<file path="src/rtl/render_engine.sv">
// Render engine: maps pixel counters to board cells, fetches the board word and
// colours the pixel. Counters to pixel/sync outputs take MEM_LATENCY+2 cycles.
module render_engine #(
    parameter int          WORD_SIZE      = 16,
    parameter int          LOG_BOARD_SIZE = 8,
    parameter int          MEM_LATENCY    = 1,
    parameter int          MAX_LOG_CELL   = 4,
    parameter int          VIEW_PIX       = 768,
    parameter int          SCREEN_HEIGHT  = 768,
    parameter logic [11:0] ALIVE_COLOR    = 12'hFFF,
    parameter logic [11:0] GRID_COLOR     = 12'h333,
    localparam int LOG_WORD     = $clog2(WORD_SIZE),
    localparam int LOG_MAX_ADDR = 2 * LOG_BOARD_SIZE - LOG_WORD,
    localparam int ZOOM_W       = $clog2(MAX_LOG_CELL + 1)
) (
    input  logic                      clk_130mhz,
    input  logic                      rst_n_in,
    input  logic [10:0]               hcount_in,
    input  logic [9:0]                vcount_in,
    input  logic                      hsync_in,
    input  logic                      vsync_in,
    input  logic                      blank_in,
    input  logic [LOG_BOARD_SIZE-1:0] view_x_in,
    input  logic [LOG_BOARD_SIZE-1:0] view_y_in,
    input  logic [LOG_BOARD_SIZE-1:0] cursor_x_in,
    input  logic [LOG_BOARD_SIZE-1:0] cursor_y_in,
    input  logic [ZOOM_W-1:0]         zoom_in,
    input  logic                      grid_en_in,
    output logic [LOG_MAX_ADDR-1:0]   addr_r_out,
    output logic                      rd_en_out,
    input  logic [WORD_SIZE-1:0]      data_r_in,
    output logic [11:0]               pix_out,
    output logic                      hsync_out,
    output logic                      vsync_out,
    output logic                      done_out
);
    localparam int LB = LOG_BOARD_SIZE;
    localparam logic [ZOOM_W-1:0] MAX_ZOOM = ZOOM_W'(MAX_LOG_CELL);
    localparam logic [10:0]       VIEW_H   = 11'(VIEW_PIX);
    localparam logic [9:0]        VIEW_V   = 10'(VIEW_PIX);
    localparam logic [9:0]        SCREEN_V = 10'(SCREEN_HEIGHT);

    typedef struct packed {
        logic [LOG_WORD-1:0] bit_sel;
        logic                border;
        logic                grid;
        logic                visible;
        logic                blank;
        logic                hsync;
        logic                vsync;
        logic                done;
    } meta_t;

    logic [LB-1:0]     view_x_q, view_y_q, cursor_x_q, cursor_y_q;
    logic [ZOOM_W-1:0] zoom_q;
    logic              grid_en_q;

    logic              frame_start;
    logic [ZOOM_W-1:0] zoom_clamped;
    assign frame_start  = (hcount_in == '0) && (vcount_in == '0);
    assign zoom_clamped = (zoom_in > MAX_ZOOM) ? MAX_ZOOM : zoom_in;

    always_ff @(posedge clk_130mhz or negedge rst_n_in) begin
        if (!rst_n_in) begin
            view_x_q   <= '0;
            view_y_q   <= '0;
            cursor_x_q <= '0;
            cursor_y_q <= '0;
            zoom_q     <= MAX_ZOOM;
            grid_en_q  <= 1'b0;
        end else if (frame_start) begin
            // NOTE: non-blocking assignments keep every register sampling pre-edge values.
            view_x_q   <= view_x_in;
            view_y_q   <= view_y_in;
            cursor_x_q <= cursor_x_in;
            cursor_y_q <= cursor_y_in;
            zoom_q     <= zoom_clamped;
            grid_en_q  <= grid_en_in;
        end
    end

    // The capture cycle is itself pixel (0,0), so it renders with the fresh settings.
    logic [LB-1:0]     cur_view_x, cur_view_y, cur_cursor_x, cur_cursor_y;
    logic [ZOOM_W-1:0] cur_zoom;
    logic              cur_grid_en;
    assign cur_view_x   = frame_start ? view_x_in    : view_x_q;
    assign cur_view_y   = frame_start ? view_y_in    : view_y_q;
    assign cur_cursor_x = frame_start ? cursor_x_in  : cursor_x_q;
    assign cur_cursor_y = frame_start ? cursor_y_in  : cursor_y_q;
    assign cur_zoom     = frame_start ? zoom_clamped : zoom_q;
    assign cur_grid_en  = frame_start ? grid_en_in   : grid_en_q;

    logic [LB-1:0]           board_x, board_y;
    logic [10:0]             lo_mask, lo_x, lo_y;
    logic                    on_cursor;
    logic [LOG_MAX_ADDR-1:0] addr_next;
    meta_t                   meta_next;

    always_comb begin
        // NOTE: every always_comb output gets a default first so no latch is inferred.
        meta_next = '0;
        board_x   = cur_view_x + LB'(hcount_in >> cur_zoom);
        board_y   = cur_view_y + LB'(vcount_in >> cur_zoom);
        lo_mask   = (11'd1 << cur_zoom) - 11'd1;
        lo_x      = hcount_in & lo_mask;
        lo_y      = {1'b0, vcount_in} & lo_mask;
        on_cursor = (board_x == cur_cursor_x) && (board_y == cur_cursor_y);
        addr_next = {board_y, board_x[LB-1:LOG_WORD]};

        meta_next.bit_sel = board_x[LOG_WORD-1:0];
        meta_next.border  = on_cursor && (lo_x == '0 || lo_x == lo_mask ||
                                          lo_y == '0 || lo_y == lo_mask);
        meta_next.grid    = cur_grid_en && (cur_zoom >= ZOOM_W'(2)) &&
                            (lo_x == '0 || lo_y == '0);
        meta_next.visible = (hcount_in < VIEW_H) && (vcount_in < VIEW_V);
        meta_next.blank   = blank_in;
        meta_next.hsync   = hsync_in;
        meta_next.vsync   = vsync_in;
        meta_next.done    = vcount_in >= SCREEN_V;
    end

    // Stage 0 sits beside addr_r_out; stage MEM_LATENCY lines up with data_r_in.
    meta_t meta_q [MEM_LATENCY+1];

    always_ff @(posedge clk_130mhz or negedge rst_n_in) begin
        if (!rst_n_in) begin
            addr_r_out <= '0;
            rd_en_out  <= 1'b0;
            for (int i = 0; i <= MEM_LATENCY; i++) meta_q[i] <= '0;
        end else begin
            addr_r_out <= addr_next;
            rd_en_out  <= (addr_next != addr_r_out) || (hcount_in == '0 && !blank_in);
            meta_q[0]  <= meta_next;
            for (int i = 1; i <= MEM_LATENCY; i++) meta_q[i] <= meta_q[i-1];
        end
    end

    meta_t               tail;
    logic [LOG_WORD-1:0] bit_idx;
    logic [11:0]         pix_next;
    assign tail    = meta_q[MEM_LATENCY];
    assign bit_idx = ~tail.bit_sel;  // x-offset 0 lives in the MSB

    always_comb begin
        pix_next = 12'h000;
        if (tail.blank || !tail.visible) pix_next = 12'h000;
        else if (tail.border)            pix_next = 12'hFFF;
        else if (tail.grid)              pix_next = GRID_COLOR;
        else if (data_r_in[bit_idx])     pix_next = ALIVE_COLOR;
    end

    always_ff @(posedge clk_130mhz or negedge rst_n_in) begin
        if (!rst_n_in) begin
            pix_out   <= 12'h000;
            hsync_out <= 1'b1;
            vsync_out <= 1'b1;
            done_out  <= 1'b1;
        end else begin
            pix_out   <= pix_next;
            hsync_out <= ~tail.hsync;
            vsync_out <= ~tail.vsync;
            done_out  <= tail.done;
        end
    end
endmodule

</file>
<file path="config.mk">
export PLATFORM = sky130hd
export DESIGN_NAME = render_engine
export DESIGN_NICKNAME = d
export VERILOG_FILES = /design/src/rtl/render_engine.sv
export SDC_FILE = /design/constraint.sdc
export NUM_CORES = 1
export LEC_CHECK = 0
export BUFFER_PORTS_ARGS = -buffer_cell sky130_fd_sc_hd__buf_2
export CAP_MARGIN = 40
export CELL_PAD_IN_SITES_DETAIL_PLACEMENT = 0
export CELL_PAD_IN_SITES_GLOBAL_PLACEMENT = 1
export CORE_ASPECT_RATIO = 2
export CORE_MARGIN = 2
export CORE_UTILIZATION = 42
export CTS_CLUSTER_DIAMETER = 120
export DETAILED_ROUTE_END_ITERATION = 10
export MAX_ROUTING_LAYER = met4
export PLACE_DENSITY_LB_ADDON = 0.1
export SLEW_MARGIN = 15
export SYNTH_ARGS = -nofsm -noshare
export SYNTH_HDL_FRONTEND = slang
export SYNTH_SLANG_ARGS = --single-unit
</file>
<file path="constraint.sdc">
create_clock -name clk_130mhz -period 5.43 [get_ports clk_130mhz]
set_input_delay 0.2715 -clock clk_130mhz [delete_from_list [all_inputs] [get_ports clk_130mhz]]
set_output_delay 0.2715 -clock clk_130mhz [all_outputs]
set_load 0.02 [all_outputs]
</file>
==> key figures, run 1 <==
Power
  – Peak supply drop: 0.1769 mV
  – Pwr Total: between 1 and 1.5 mW
  – LEAKAGE: 2.863 nW
  – Power Dens Cells: 257.2 nW/um2

STA
  – Fin crit share: approximately nine tenths
  – Final hold slack: 0.04132 ns
  – Fin. max-slew vios: 0
  – Final WS setup: 0.4866 ns
  – Tightest Pin Transition: about 0.67 ns
  – Fmax: around 0.20 GHz
  – Endpoints failing setup: 0
  – Slew margin rel.: 55.10%
  – Max Clock Skew: 0.004983 ns
  – RSZ-0062 raised after global routing: false
  – Final hold vios: 0
  – Setup TNS Final: 0 ns
  – Min Tclk post-route: 4.943 ns

Global route
  – Largest net degree at the start of global routing: 60
  – Total grt overflow: 0
  – Overall global routing resource usage: 25.95%
  – Vias in the first global route: 4114
  – First-pass GRT wire length: ~22000 um
  – Initial antenna violation count: 0

Route
  – Routed WL: 14730 um
  – Post-DRT Antenna Nets: 0
  – DR vias: 3924
  – DR vias/cell: 5.465
  – DR iter-0 viols: 195
  – WL per Instance: 20.51 um
  – Residual DRC: 0
  – First-pass DRT Iterations: 4

CTS
  – Cts bufs inserted: 9
  – Clock buffer depth: 2
  – CTS sink cnt: 76
  – Root buffer cell: clkbuf_16
  – CTS tree: built
  – CTS H-tree depth: 3
  – Clk slew on worst S/H paths: 0.06 ns
  – Post-CTS sizing: 0
  – Clk_lat worst skew: 0.33 ns

Logic synthesis
  – Most used flip-flop cell after synthesis: dfrtp_1
  – YS warnings: 0
  – Syn_nets: roughly 560
  – Synth Register Bits: 76
  – Post-synth ARST share: 100.0%
  – Post-Syn Area: about 4700 um2
  – Synth Area per Inst: 10.06 um2
  – Sequential area share after synthesis: 40.51%
  – Synth Instances: 468
  – Number of synthesized flops with an enable pin: 0
  – Distinct cells, synth: 63

Place
  – HPWL after DPL: 11860 um
  – Dpl ws: 0.06564 ns
  – IO Port Bufs: 105
  – GP Congestion: 0.9877

Floorplanning
  – Initial core utilization: between 40% and 50%
  – Die width: slightly below 80 um
  – Row cnt: 54
  – Total core area: 10950 um2
  – Die Footprint: 12120 um2
  – I/O pin total: 106
  – Die Y: 153.7 um

Setup path
  – Kind of critical path: input port to flop
  – Worst r2r src: zoom_q[1]
  – Max FO, Critical Path: 11
  – Reg-to-Reg End: meta_q[17]
  – Worst path required time: 5.70 ns
  – Worst setup SP type: input port
  – Data arrival, critical path: 5.22 ns
  – Reg2Reg Depth: 21
  – R2r setup slk: 0.84 ns
  – Worst Setup End Kind: flop

Hold path
  – Hold path depth: 1
  – Hold Path Sink: meta_q[12]
  – Hold/Removal Path Class: input port to flop
  – Hold Crit Start: vsync_in

Run
  – Total of max-cap violations: 0

Status
  – Outcome: finished clean

Final layout
  – Layout Nets: 668
  – Layout cells sized above 1: 30.62%
  – Post-layout util: 52.72%
  – Area Overhead vs Synth: 22.59%
  – Ant diodes: 0
## cell usage after synthesis, types with 4 or more instances
master / count / area [um2]
nor4_1: 6 / 37.54
dfrtp_1: 72 / 1802
xor2_1: 9 / 78.83
a21oi_1: 16 / 80.08
a21o_1: 4 / 30.03
mux2_2: 17 / 191.4
clkbuf_1: 8 / 30.03
nor2b_1: 7 / 43.79
o21bai_1: 6 / 45.04
ha_1: 15 / 187.7
o22ai_1: 4 / 25.02
inv_1: 22 / 82.58
mux2i_1: 25 / 250.2
a211oi_1: 5 / 37.54
xnor2_1: 26 / 227.7
nand3_1: 9 / 45.04
nor3_1: 10 / 50.05
mux4_2: 6 / 135.1
o21ai_0: 21 / 105.1
nor2_1: 18 / 67.56
dfstp_2: 4 / 105.1
buf_4: 13 / 97.59
nand4_1: 4 / 25.02
nand2_1: 78 / 292.8
## cell type report
type | count | area (um2)
Inverter | 24 | 102.6
Clock buffer | 10 | 229.0
Tap cell | 140 | 175.2
Sequential cell | 76 | 1907
Clock inverter | 6 | 137.6
Timing Repair Buffer | 121 | 683.2
Fill cell | 1025 | 5175
Multi-Input combinational cell | 341 | 2536
## routing by layer
| metal | global-route usage (%) | routed length [um] | vias to the layer above |
|---|---|---|---|
| met5 | - | 0 | - |
| met4 | 14.86 | 837 | 0 |
| met3 | 3.345 | 664 | 44 |
| met2 | 48.56 | 8294 | 169 |
| met1 | 24.60 | 4928 | 1858 |
| li1 | - | - | 1853 |
## layout by cell type (no fill, tap or decap), types with 3 or more instances in the layout
cell	netlist	layout
ha_1	15	15
nor2b_1	7	7
o221ai_1	3	3
nand4_1	4	4
xor2_1	9	9
o21a_1	3	3
nor3b_1	3	3
mux2_2	17	17
o21bai_1	6	6
nand2_1	78	78
inv_1	22	22
a21oi_1	16	16
o31ai_1	3	3
mux2i_1	25	25
dfrtp_1	72	72
nor2_1	18	18
dfstp_2	4	4
xnor2_1	26	26
mux4_2	6	6
bufinv_16	0	4
o21ai_0	21	21
nand3_1	9	9
a211oi_1	5	5
clkbuf_16	0	9
buf_2	3	104
a21o_1	4	4
nor4_1	6	6
buf_4	13	14
o22ai_1	4	4
nor3_1	10	10
## sequential cells by signal (all words and copies together) (netlist names)
register / flops
meta_q: 22
addr_r_out: 12
cursor_x_q: 8
cursor_y_q: 8
view_x_q: 8
view_y_q: 8
zoom_q: 3
pix_out: 2
done_out: 1
grid_en_q: 1
hsync_out: 1
rd_en_out: 1
vsync_out: 1
## per-stage QoR
| stage | std cells | cell area, um2 |
|---|---|---|
| 2_1_floorplan | 468 | 4707 |
| 3_3_place_gp | 700 | 5366 |
| 3_5_place_dp | 701 | 5394 |
| 4_1_cts | 718 | 5771 |
| 5_1_grt | 718 | 5771 |
| 6_report | 718 | 5771 |
## repair_timing
action	4_1_cts	5_1_grt
buffers inserted	0	0
hold endpoints to repair	15	0
hold buffers	1	0
## worst max-delay path: stages
cell and delay, ns:
buf_2 0.15, or4_4 0.54, or4_4 0.54, nor3_4 0.15, buf_4 0.17, a21oi_4 0.06
inv_1 0.11, buf_4 0.22, mux2i_1 0.25, nand2_1 0.07, o21ai_0 0.14, o21ai_0 0.15
ha_1 0.24, inv_1 0.08, fa_1 0.19, nor2b_1 0.06, nor3_1 0.20, o21bai_1 0.12
a21oi_1 0.29, xor3_1 0.33, nand4_1 0.10, nor4_1 0.43, buf_4 0.18, o2111a_1 0.18
## power breakdown
group	total (mW)	switching, mW	leakage (nW)	internal, mW
sequential	0.589	0.00787	0.972	0.581
clock	0.733	0.236	0.177	0.497
combinational	0.162	0.0928	1.71	0.0697
total	1.48	0.337	2.86	1.15
## worst max path at each step
stage	startpoint	to	slack, ns	depth (start not counted)
4_1_cts	vcount_in[1]	meta_q[17]	0.41	24
2_1_floorplan	vcount_in[1]	rd_en_out	0.58	19
3_5_place_dp	vcount_in[1]	meta_q[17]	0.07	24
3_3_place_gp	vcount_in[1]	meta_q[17]	0.03	24
5_1_grt	vcount_in[0]	meta_q[17]	0.02	24
6_report	vcount_in[6]	meta_q[17]	0.49	24
## cells by family after synthesis
family	Yosys count	share of synthesized area, %
adder cells (fa/ha/maj)	17	4.838
multiplexers	48	12.25
AND/OR/NAND/NOR	150	15.47
XOR/XNOR	39	8.373
buffers and inverters	51	5.609
flip-flops	76	40.51
AO/OA/AOI/OAI	87	12.95
(Power assumes the default switching activity.)
==> inputs of run 2 (changes only) <==
- ABC_AREA: not set -> 1
- CORE_UTILIZATION: 42 -> 40
==> key figures, run 2 <==
CTS
  – Cts bufs inserted: 9
  – Clock buffer depth: 2
  – CTS sink cnt: 76
  – CTS tree: built
  – CTS H-tree depth: 3
  – Clk slew on worst S/H paths: 0.06 ns
  – Root buffer cell: clkbuf_16
  – Post-CTS sizing: 0
  – Clk_lat worst skew: 0.34 ns

Hold path
  – Hold/Removal Path Class: input port to flop
  – Hold Path Sink: meta_q[13]
  – Hold path depth: 1
  – Hold Crit Start: hsync_in

Logic synthesis
  – Commonest cells post-synth: nand2_1, inv_1, dfrtp_1
  – Largest cells by area after synthesis: dfrtp_1, nand2_1, inv_1
  – Post-synth ARST share: 100.0%
  – Sequential area share after synthesis: around 39%
  – Synth Register Bits: 76
  – Synth Instances: 655
  – Distinct cells, synth: 48
  – Post-Syn Area: 4897 um2
  – Synth Area per Inst: 7.477 um2
  – Cell taking the most area after synthesis: dfrtp_1
  – Top cell type's share of synthesized area: approximately 37%
  – Most used flip-flop cell after synthesis: dfrtp_1
  – Most common cell in the netlist: nand2_1
  – Syn_nets: 750
  – Number of synthesized flops with an enable pin: 0
  – YS warnings: 0

Setup path
  – Reg-to-Reg End: rd_en_out
  – Worst r2r src: zoom_q[2]
  – Critical Path Source: vcount_in[1]
  – Max FO, Critical Path: 10
  – CP max stage delay: about 0.33 ns
  – Crit path cell chain: buf_2 > nor2_1 > nand3_1 > nor2_4 > nand3_4 > nand2_1 > nand2_1 > nand2_1 > inv_1 > a22o_1 > a21oi_1 > ha_1 > xor2_1 > xor2_1 > nand3_1 > a21oi_1 > o21ai_0 > nor3_1 > nand4_1 > nor2_1 > nand3_1
  – Worst setup SP type: input port
  – Data arrival, critical path: around 4.6 ns
  – Worst path required time: 5.65 ns
  – Slowest stage cell, crit path: a21oi_1
  – Kind of critical path: input port to flop
  – Worst Setup End Kind: flop
  – Reg2Reg Depth: 17
  – R2r setup slk: about 1.3 ns

Place
  – GP Congestion: 0.9644
  – Dpl ws: 0.5855 ns
  – HPWL after DPL: between 10000 and 15000 um
  – IO Port Bufs: 105

Final layout
  – Layout cells sized above 1: 20.77%
  – Largest regs: meta_q: 22 flops, addr_r_out: 12 flops
  – Commonest non-fill, non-tap cell in the layout: nand2_1
  – Ant diodes: 0
  – Most frequent cells in the layout: nand2_1, buf_2, inv_1
  – Largest register FFs: 22
  – Fillers: 1281
  – Storage cell area: 1907 um2
  – Post-layout util: between 40% and 50%
  – Layout Nets: 846
  – Area Overhead vs Synth: 17.83%
  – Multi-input logic area: roughly 2400 um2
  – Reg with most FFs: meta_q

STA
  – RSZ-0062 raised after global routing: false
  – Min Tclk post-route: 4.382 ns
  – Endpoints failing setup: 0
  – Tightest Pin Transition: 0.4813 ns
  – Slew margin rel.: 67.84%
  – Fin crit share: about four fifths
  – Setup TNS Final: 0 ns
  – Max Clock Skew: between 0.008 and 0.009 ns
  – Fin. max-slew vios: 0
  – Fmax: ~0.23 GHz
  – Final WS setup: 1.048 ns
  – Final hold vios: 0

Floorplanning
  – Die Y: 160.5 um
  – Total core area: 12050 um2
  – Row cnt: 57
  – Initial core utilization: 40.63%
  – Die Footprint: 13200 um2
  – I/O pin total: 106
  – Die width: 82.24 um

Power
  – Pwr Total: 1.330 mW
  – Peak supply drop: 0.1426 mV
  – LEAKAGE: between 3 and 4 nW
  – Power Dens Cells: 230.4 nW/um2

Global route
  – Largest net degree at the start of global routing: 59
  – Vias in the first global route: 4724
  – Initial antenna violation count: 0
  – Total grt overflow: 0
  – First-pass GRT wire length: 23210 um
  – Overall global routing resource usage: 24.32%

Route
  – DR vias: 4540
  – WL per Instance: 16.38 um
  – DR iter-0 viols: 248
  – DR vias/cell: 5.028
  – Routed WL: around 15000 um
  – Residual DRC: 0
  – Post-DRT Antenna Nets: 0
  – First-pass DRT Iterations: 4

Status
  – Outcome: finished clean

Run
  – Total of max-cap violations: 0
run 2: cell count changes after synthesis, moves of 16 or more:
cell	change
o21ai_0	+24
nor2_1	+20
inv_1	+72
xnor2_1	-22
nand3_1	+33
mux2i_1	-20
nand2_1	+124
mux2_2	-16
run 2: per-stage QoR:
stage | cells | hold slack (ns) | instance area (um2)
after floorplan | 655 | -0.02409 | 4897
after global placement | 885 | 0.3322 | 5441
after detailed placement | 886 | 0.1713 | 5469
after CTS | 903 | 0.03470 | 5771
after global routing | 903 | 0.03851 | 5771
final | 903 | 0.04192 | 5771
run 2: cells by family after synthesis:
kind of cell | after synthesis | share of synthesized area (%)
buffers and inverters | 123 | 11.55
XOR/XNOR | 21 | 4.037
flip-flops | 76 | 38.94
adder cells (fa/ha/maj) | 17 | 4.650
AND/OR/NAND/NOR | 311 | 27.49
AO/OA/AOI/OAI | 101 | 12.09
multiplexers | 6 | 1.252
run 2: critical path, delay by kind of cell:
family                   cells  cell delay [ns]
buffers and inverters        2             0.27
AND/OR/NAND/NOR             12             2.41
XOR/XNOR                     2             0.47
adder cells (fa/ha/maj)      1             0.30
AO/OA/AOI/OAI                4             0.86
run 2: how the worst max path moves through the flow:
stage | to | slack, ns | depth (start not counted)
after floorplan | meta_q[17] | 1.87 | 28
after global placement | rd_en_out | 0.51 | 22
after detailed placement | rd_en_out | 0.59 | 22
after CTS | rd_en_out | 0.93 | 22
after global routing | rd_en_out | 0.68 | 24
final | rd_en_out | 1.05 | 21
run 2: what timing repair did:
item | in CTS | in global routing
buffers inserted | 0 | 0
hold buffers | 1 | 0
hold endpoints to repair | 16 | 0
run 2: cell type report:
type                            count  area share (%)
Timing Repair Buffer              112           10.45
Clock buffer                       10           3.968
Sequential cell                    76           33.04
Tap cell                          147           3.187
Clock inverter                      6           1.084
Multi-Input combinational cell    456           42.02
Inverter                           96           6.245
run 2: power by group:
group          switching [mW]  total, mW  internal, mW
Clock                   0.233      0.589         0.356
Sequential            0.00901      0.590         0.581
Combinational          0.0928      0.151        0.0585
run 2: metal layers:
metal  up-vias  share of wire (%)  GRT usage [%]
li1       2267                  -              -
met2       131                 57          45.31
met1      2098                 34          22.41
met3        44                3.2          2.528
met4         0                5.7          14.32
met5         -                  0              -
